$ cat src/rtl/mac_out_collector_pkg.sv
// Shared types and constants for the MAC output collector: FSM states,
// output-mode encodings and the MAC result width.
package mac_out_collector_pkg;

  typedef enum logic {
    ST_IDLE  = 1'b0,
    ST_ACCUM = 1'b1
  } state_t;

  localparam logic [1:0] OP_BINARIZE = 2'b00;
  localparam logic [1:0] OP_RAW      = 2'b01;

  localparam int MAC_OUT_W = 5;

  // Only the raw code selects raw sums; every other encoding binarizes.
  function automatic logic is_raw_op(input logic [1:0] op);
    return op == OP_RAW;
  endfunction

endpackage

$ cat src/rtl/mac_out_word_fifo.sv
// Two-entry synchronous word FIFO. Accepts a push while full when a pop
// happens in the same cycle; otherwise a push into a full FIFO is ignored.
module mac_out_word_fifo #(
  parameter int WORD_WIDTH = 32
) (
  input  logic                  clk,
  input  logic                  rst,
  input  logic                  push,
  input  logic                  pop,
  input  logic [WORD_WIDTH-1:0] din,
  output logic [WORD_WIDTH-1:0] dout,
  output logic                  full,
  output logic                  empty
);

  logic [WORD_WIDTH-1:0] mem [2];
  logic                  rd_ptr;
  logic                  wr_ptr;
  logic [1:0]            count;
  logic                  push_ok;
  logic                  pop_ok;

  assign full    = (count == 2'd2);
  assign empty   = (count == 2'd0);
  assign push_ok = push && (!full || pop);
  assign pop_ok  = pop && !empty;
  assign dout    = mem[rd_ptr];

  always_ff @(posedge clk) begin
    if (rst) begin
      // NOTE: the storage is reset on purpose: the head entry drives out_word
      // directly and must read 0 after reset, and two words are cheap to clear.
      mem[0] <= '0;
      mem[1] <= '0;
      rd_ptr <= 1'b0;
      wr_ptr <= 1'b0;
      count  <= 2'd0;
    end else begin
      // When full with push and pop together, wr_ptr equals rd_ptr: the slot
      // being vacated by the pop is exactly the one the new word lands in.
      if (push_ok) begin
        mem[wr_ptr] <= din;
        wr_ptr      <= ~wr_ptr;
      end
      if (pop_ok) begin
        rd_ptr <= ~rd_ptr;
      end
      case ({push_ok, pop_ok})
        2'b10:   count <= count + 2'd1;
        2'b01:   count <= count - 2'd1;
        default: count <= count;
      endcase
    end
  end

endmodule

$ cat src/rtl/mac_out_collector.sv
// Accumulates MAC popcounts across input channels per output pixel, then packs
// binarized pixel bits into words or emits raw sums through a 2-entry buffer.
module mac_out_collector
  import mac_out_collector_pkg::*;
#(
  parameter int ACC_WIDTH  = 12,
  parameter int WORD_WIDTH = 32,
  parameter int CH_WIDTH   = 8
) (
  input  logic                  clk,
  input  logic                  rst,
  input  logic                  start,
  input  logic                  flush,
  input  logic [1:0]            operation,
  input  logic [CH_WIDTH-1:0]   cfg_in_channels,
  input  logic [ACC_WIDTH-1:0]  cfg_threshold,
  input  logic [MAC_OUT_W-1:0]  mac_out_in,
  input  logic                  mac_valid,
  output logic [WORD_WIDTH-1:0] out_word,
  output logic                  out_valid,
  input  logic                  out_ready,
  output logic                  busy,
  output logic                  sat_err,
  output logic                  overrun
);

  localparam int BIT_W = (WORD_WIDTH > 1) ? $clog2(WORD_WIDTH) : 1;
  localparam logic [BIT_W-1:0] BIT_LAST = BIT_W'(WORD_WIDTH - 1);

  // Registered state and latched configuration
  state_t                state;
  logic                  raw_mode;
  logic [CH_WIDTH-1:0]   ch_last;
  logic [ACC_WIDTH-1:0]  threshold;
  logic [ACC_WIDTH-1:0]  acc;
  logic [CH_WIDTH-1:0]   ch_cnt;
  logic [BIT_W-1:0]      bit_cnt;
  logic [WORD_WIDTH-1:0] pack;

  // Next-value datapath
  logic [ACC_WIDTH:0]    acc_sum;
  logic                  sat_hit;
  logic [ACC_WIDTH-1:0]  acc_n;
  logic                  accum_cycle;
  logic                  mac_fire;
  logic                  pixel_done;
  logic                  pixel_bit;
  logic                  word_done;
  logic [WORD_WIDTH-1:0] pack_nx;
  logic [BIT_W-1:0]      bit_nx;
  logic                  push;
  logic [WORD_WIDTH-1:0] push_data;

  logic                  pop;
  logic                  fifo_full;
  logic                  fifo_empty;

  assign busy      = (state == ST_ACCUM);
  assign out_valid = !fifo_empty;
  assign pop       = out_valid && out_ready;

  always_comb begin
    // NOTE: every signal assigned here gets a default first, so no path can
    // leave one unassigned and infer a latch.
    acc_sum     = {1'b0, acc} + (ACC_WIDTH + 1)'(mac_out_in);
    sat_hit     = acc_sum[ACC_WIDTH];
    acc_n       = sat_hit ? '1 : acc_sum[ACC_WIDTH-1:0];
    accum_cycle = (state == ST_ACCUM) && !start;
    mac_fire    = accum_cycle && mac_valid;
    pixel_done  = mac_fire && (ch_cnt == ch_last);
    pixel_bit   = (acc_n >= threshold);
    word_done   = pixel_done && !raw_mode && (bit_cnt == BIT_LAST);

    pack_nx = pack;
    bit_nx  = bit_cnt;
    if (pixel_done && !raw_mode) begin
      pack_nx = pack | (WORD_WIDTH'(pixel_bit) << bit_cnt);
      bit_nx  = word_done ? '0 : bit_cnt + BIT_W'(1);
    end

    // A coincident mac_valid is applied before flush, so flush sees the
    // updated bit count and packs the bit that mac_valid just produced.
    push      = 1'b0;
    push_data = pack_nx;
    if (pixel_done && raw_mode) begin
      push      = 1'b1;
      push_data = WORD_WIDTH'(acc_n);
    end else if (word_done) begin
      push = 1'b1;
    end else if (accum_cycle && flush && (bit_nx != '0)) begin
      push = 1'b1;
    end
  end

  always_ff @(posedge clk) begin
    if (rst) begin
      // NOTE: sequential state uses non-blocking assignments only, so every
      // register samples the values from before this clock edge.
      state     <= ST_IDLE;
      raw_mode  <= 1'b0;
      ch_last   <= '0;
      threshold <= '0;
      acc       <= '0;
      ch_cnt    <= '0;
      bit_cnt   <= '0;
      pack      <= '0;
      sat_err   <= 1'b0;
      overrun   <= 1'b0;
    end else if (start) begin
      raw_mode  <= is_raw_op(operation);
      ch_last   <= (cfg_in_channels == '0) ? '0 : cfg_in_channels - CH_WIDTH'(1);
      threshold <= cfg_threshold;
      acc       <= '0;
      ch_cnt    <= '0;
      bit_cnt   <= '0;
      pack      <= '0;
      sat_err   <= 1'b0;
      overrun   <= 1'b0;
      state     <= ST_ACCUM;
    end else if (state == ST_ACCUM) begin
      if (mac_valid) begin
        if (sat_hit) begin
          sat_err <= 1'b1;
        end
        if (pixel_done) begin
          acc    <= '0;
          ch_cnt <= '0;
        end else begin
          acc    <= acc_n;
          ch_cnt <= ch_cnt + CH_WIDTH'(1);
        end
      end
      bit_cnt <= bit_nx;
      pack    <= word_done ? '0 : pack_nx;
      if (push && fifo_full && !pop) begin
        overrun <= 1'b1;
      end
      // Flush discards the partial pixel and packed bits after they were pushed.
      if (flush) begin
        acc     <= '0;
        ch_cnt  <= '0;
        bit_cnt <= '0;
        pack    <= '0;
        state   <= ST_IDLE;
      end
    end
  end

  mac_out_word_fifo #(
    .WORD_WIDTH (WORD_WIDTH)
  ) u_fifo (
    .clk   (clk),
    .rst   (rst),
    .push  (push),
    .pop   (pop),
    .din   (push_data),
    .dout  (out_word),
    .full  (fifo_full),
    .empty (fifo_empty)
  );

endmodule

$ cat config.mk
export PLATFORM = sky130hd
export DESIGN_NAME = mac_out_collector
export DESIGN_NICKNAME = d
export VERILOG_FILES = /design/src/rtl/mac_out_collector_pkg.sv /design/src/rtl/mac_out_word_fifo.sv /design/src/rtl/mac_out_collector.sv
export SDC_FILE = /design/constraint.sdc
export NUM_CORES = 1
export LEC_CHECK = 0
export BUFFER_PORTS_ARGS = -buffer_cell sky130_fd_sc_hd__buf_2
export CAP_MARGIN = 10
export CORE_MARGIN = 4
export CORE_UTILIZATION = 60
export CTS_CLUSTER_DIAMETER = 80
export CTS_CLUSTER_SIZE = 8
export DETAILED_ROUTE_END_ITERATION = 8
export GPL_ROUTABILITY_DRIVEN = 0
export PLACE_DENSITY = 0.77
export SYNTH_ARGS = -nofsm -noshare
export SYNTH_HDL_FRONTEND = slang
export SYNTH_SLANG_ARGS = --single-unit
$ cat constraint.sdc
create_clock -name clk -period 5.7 [get_ports clk]
set_input_delay 0.855 -clock clk [delete_from_list [all_inputs] [get_ports clk]]
set_output_delay 0.855 -clock clk [all_outputs]
set_load 0.02 [all_outputs]
# Word-level counts from Yosys, hierarchy flattened

Memory sizes are Yosys's and may differ from the RTL's. A register that Yosys moved wholly into a read port is not among the register bits.
Cells that the tools add are included.

Muxes and demuxes: 32
Equality and inequality tests: 6
Reduce and logical (&&, ||, !) cells: 29
Bitwise logic cells: 3
Shift-type cells: 1
Magnitude comparators: 1
Add/subtract/negate cells: 6

Operators with widths:

| operator                                          | number |
|---|---|
| two-way mux 32 bit                                | 5 |
| two-way mux 12 bit                                | 4 |
| two-way mux 8 bit                                 | 4 |
| bitwise OR 32 bit                                 | 1 |
| OR reduction 32 bit                               | 1 |
| left shift 1 x 5 -> 32 bit                        | 1 |
| two-way mux 1 bit                                 | 15 |
| two-way mux 5 bit                                 | 3 |
| adder 12 x 5 -> 13 bit                            | 1 |
| logical AND 1 bit                                 | 13 |
| greater-or-equal comparator 12 bit                | 1 |
| adder 8 x 1 -> 8 bit (second input constant)      | 1 |
| == test 8 bit                                     | 1 |
| logical NOT 8 bit                                 | 1 |
| subtractor 8 x 1 -> 8 bit (second input constant) | 1 |
| adder 5 x 1 -> 5 bit (second input constant)      | 1 |
| == test 5 bit (second input constant)             | 1 |
| logical NOT 1 bit                                 | 5 |
| nonzero test 5 bit                                | 1 |
| == test 2 x 1 -> 1 bit (second input constant)    | 2 |
| == test 2 bit (second input constant)             | 2 |
| one-hot mux 2 bit (2 select lines)                | 1 |
| AND reduction 2 bit                               | 2 |
| nonzero test 2 bit                                | 2 |
| other kinds (7)                                   | 8 |

Memories kept: 1
Input bits: 33
Register bits: 85
RAM bits: 64

Memories:

| memory     | depth | width | rd ports | clocked after memory_dff | wr ports | RTL line                | RTL |
|---|---|---|---|---|---|---|---|
| u_fifo.mem | 2     | 32    | 1        | 1                        | 2        | mac_out_word_fifo.sv:16 | `logic [WORD_WIDTH-1:0] mem [2];` |

# Logic depth before layout (Yosys ltp)

Depth after elaboration: 19
Gate-level depth with buffers: 15

# Cells and area by module

A second synthesis with hierarchy kept.

Cells, all modules: 792
Area total of the unflattened synthesis: 7627.3 um^2

Modules (own cells, without submodules):

| module            | instances | cells each | area an instance (um^2) |
|---|---|---|---|
| mac_out_collector | 1         | 595        | 4595.7 |
| mac_out_word_fifo | 1         | 197        | 3031.7 |

# Worst setup path after synthesis

Ideal clock, no wire load.

Kind: input port to flip-flop
Start: input start
End: memory u_fifo.mem[0][0] (enable)
Required time: 5234 ps
Setup slack: 1038 ps
Arrival: 4196 ps
Stages on the path: 7
Cell sequence: and3b_1 -> nand4_1 -> or3_1 -> buf_2 -> o21ai_4 -> nand2_1 -> o21ai_0

RTL lines:

| element            | RTL line                | RTL |
|---|---|---|
| start: declaration | mac_out_collector.sv:12 | `input logic start,` |
| end: declaration   | mac_out_word_fifo.sv:16 |  |

==> results.yml <==
grt:
  grt_pass1_wl_um: 29500
  grt_pass1_vias: 5829
  antenna_found_initial: 0
  gr-usage-all-layers_pct: 26.1
  grt-ovfl-total: 0
  grt_max_degree: 33
detailed_routing:
  route.met3.wl_um: 1220
  wl_per_cell_um: 18.8
  met1_length_um: 7610
  drc: 0
  drt_iter0_markers: 537
  via_per_inst: 6.17
  wl_met2_um: 8900
  via_count: 5982
  wirelength_um: 18200
  highest_layer: "met4"
  ant_nets: 0
  dr.pass1.iters: 8
worst_hold_path:
  hold_depth: 1
  hold_class: "reg2reg"
clock_network:
  cts_tree: "done"
  clk_latency_ps: 430
  clkTransAtPathRegs_ps: 60
  h-tree-depth: 4
  postCtsSetupRepairBufs: 0
  cts_buffers: 17
  ctsHoldBuffers: 0
  clkSinkCount: 150
  cts_root_buf: "clkbuf_16"
  cts_resized: 0
  cts_buffer_depth: 2
cells_and_area:
  seqCellArea_um2: 3640
  nets: 844
  diodes: 0
  final_core_util_pct: 70.5
  multi_input_area_um2: 3530
  drive_gt1_share_pct: 20.0
  fill_cells: 958
  synthToLayoutAreaGrowth_pct: 14.0
  design_area_um2: 8540
power_and_ir_drop:
  switchingPower_uw: 569
  p_int_uw: 1940
  vdd_drop_max_uv: 209
  seq_power_share_pct: 46.3
  pwr-share-comb_pct: 7.2
  p_clk_share_pct: 46.5
  power_density_nw_per_um2: 294
  p_leak_uw: 0.00313
  total_power_uw: 2510
  swShare_pct: 22.7
worst_setup_path:
  critPathKind: "in2reg"
  crit_end: "u_fifo.mem[0][5]$_SDFFCE_PN0P_"
  crit_start: "mac_out_in[0]"
  rrSetupSlack_ps: 1340
  r2r_cells: 14
  crit_path_start_kind: "input pin"
  worstPathRequired_ps: 5930
  reg2reg_from: "acc[0]$_SDFFE_PP0P_"
  rr_endpoint: "u_fifo.mem[0][5]$_SDFFCE_PN0P_"
  cp-end-kind: "flop"
  worstPathMaxFanout: 17
  cp.arrival_ps: 4810
synth:
  syn_nets: 794
  synth_edf_count: 64
  syn_avg_cell_area_um2: 10.1
  async_reset_ff_share_pct: 0
  ys_ff_latch: 150
  synth.yosys.seq_area_share_pct: 48.7
  synthDistinctLibCells: 60
  synthCells: 738
  synth_top_flop_cell: "dfxtp_1"
  synth_area_um2: 7490
  ys_warn_count: 0
sta:
  clock.fmax_mhz: 219
  finalHoldViolations: 0
  setup_viol: 0
  worst_slew_pin_slew_ps: 1180
  slew_viol_final: 0
  final.setup.tns_ps: 0
  grt_setup_unrepaired: "false"
  max_slew_margin_pct: 20.5
  fin_skew_ps: 6.40
  period_minus_slack_ps: 4570
  setup_ws_ps: 1130
  fin_crit_sh_pct: 80.2
die:
  placeableCoreArea_um2: 12100
  die_h_um: 120
  row_count: 40
  die_area_um2: 14300
  die_w_um: 120
  num_io_pins: 69
  start_util_pct: 61.8
placed_design:
  numPortBuffers: 68
  preCtsSetupSlack_ps: 822
  dpl_cell_area_um2: 7920
  dp_hpwl_um: 12600
run:
  cap_violations: 0
status:
  status: "complete, no violations"
## worst max-delay path, cell delays in order
cell	delay (ps)
buf_2	100
ha_1	220
fa_1	430
a211oi_1	340
o21ai_1	280
nand2_1	260
nand2_1	160
ha_1	330
a211o_1	120
a31oi_1	40
o311a_1	320
o21ai_2	590
buf_4	330
nand4_1	150
a21oi_1	280
## synthesized netlist by cell type (all sizes together) (22+ instances only)
master	count	share of area, %
dfxtp	86	23
a21oi	70	4.7
edfxtp	64	26
nor2	60	3.0
inv	38	1.9
nand2	35	1.8
mux2	34	5.2
o2bb2ai	33	3.9
nand4	32	2.7
o21ai	25	1.9
clkbuf	23	1.2
buf	22	1.4
ha	22	3.7
## per-layer routing
metal | vias up | track usage (%)
met2 | 259 | 44.1
met3 | 39 | 5.66
met1 | 2854 | 32.7
met4 | 0 | 9.95
met5 | - | 0
li1 | 2830 | -
## flip-flops by register name, summed over array words and instances, names as in the netlist, 2 cells and up, named ones only
register      flops
bit_cnt           5
u_fifo.count      2
ch_last           8
pack             32
threshold        12
acc              12
ch_cnt            8
u_fifo.mem       64
## power groups by stage
| stage | Combinational [uW] | Sequential (uW) | Clock [uW] |
|---|---|---|---|
| floorplan | 125 | 1180 | 0 |
| global placement | 175 | 1180 | 0 |
| detailed placement | 181 | 1190 | 0 |
| CTS | 182 | 1160 | 1180 |
| global route | 198 | 1170 | 1230 |
| finish | 181 | 1160 | 1170 |
## cell type report
type,count,area share [%]
clock buffer,18,5.03
timing repair buffer,76,4.66
tap,168,2.46
inverter,38,1.67
clock inverter,14,2.14
multi-input combinational,505,41.4
sequential,150,42.7
## cells by family (layout without fill, tap and decap cells)
family	Yosys count	count (layout)	synth area share, %
AND/OR/NAND/NOR	214	214	14.9
AO/OA/AOI/OAI	193	193	17.8
flip-flops	150	150	48.7
buffers and inverters	83	146	4.50
multiplexers	53	53	7.70
adder cells (fa/ha/maj)	23	23	3.94
XOR/XNOR	22	22	2.57
## layout by cell type (no fill, tap or decap), types with 8 or more instances in the layout
master     synthesis  layout
buf_2             11      68
mux2i_1           19      19
edfxtp_1          64      64
a22oi_1           13      13
dfxtp_1           86      86
nor2b_1            8       8
and2_1             9       9
nand3_1           21      21
nor3_1             9       9
ha_1              22      22
a31oi_1           10      10
o2bb2ai_1         33      33
nor2_1            60      60
xnor2_1           18      18
a21oi_1           70      69
clkbuf_16          0      17
nand4_1           32      32
mux2_2            33      33
nand2_1           35      35
o21ai_0           19      18
inv_1             38      38
## through the flow
stage	hold WS, ps	cells
after floorplan	432	738
after global placement	446	936
after detailed placement	449	936
after CTS	468	968
after global routing	492	969
final	469	969
## worst min-delay path by stage
stage,startpoint,endpoint,slack (ps)
2_1_floorplan,pack[0]$_SDFFE_PP0P_,pack[0]$_SDFFE_PP0P_,430
3_3_place_gp,pack[2]$_SDFFE_PP0P_,pack[2]$_SDFFE_PP0P_,450
3_5_place_dp,pack[16]$_SDFFE_PP0P_,pack[16]$_SDFFE_PP0P_,450
4_1_cts,pack[15]$_SDFFE_PP0P_,pack[15]$_SDFFE_PP0P_,470
5_1_grt,pack[11]$_SDFFE_PP0P_,pack[11]$_SDFFE_PP0P_,490
6_report,pack[15]$_SDFFE_PP0P_,pack[15]$_SDFFE_PP0P_,470
(Power assumes the default switching activity.)
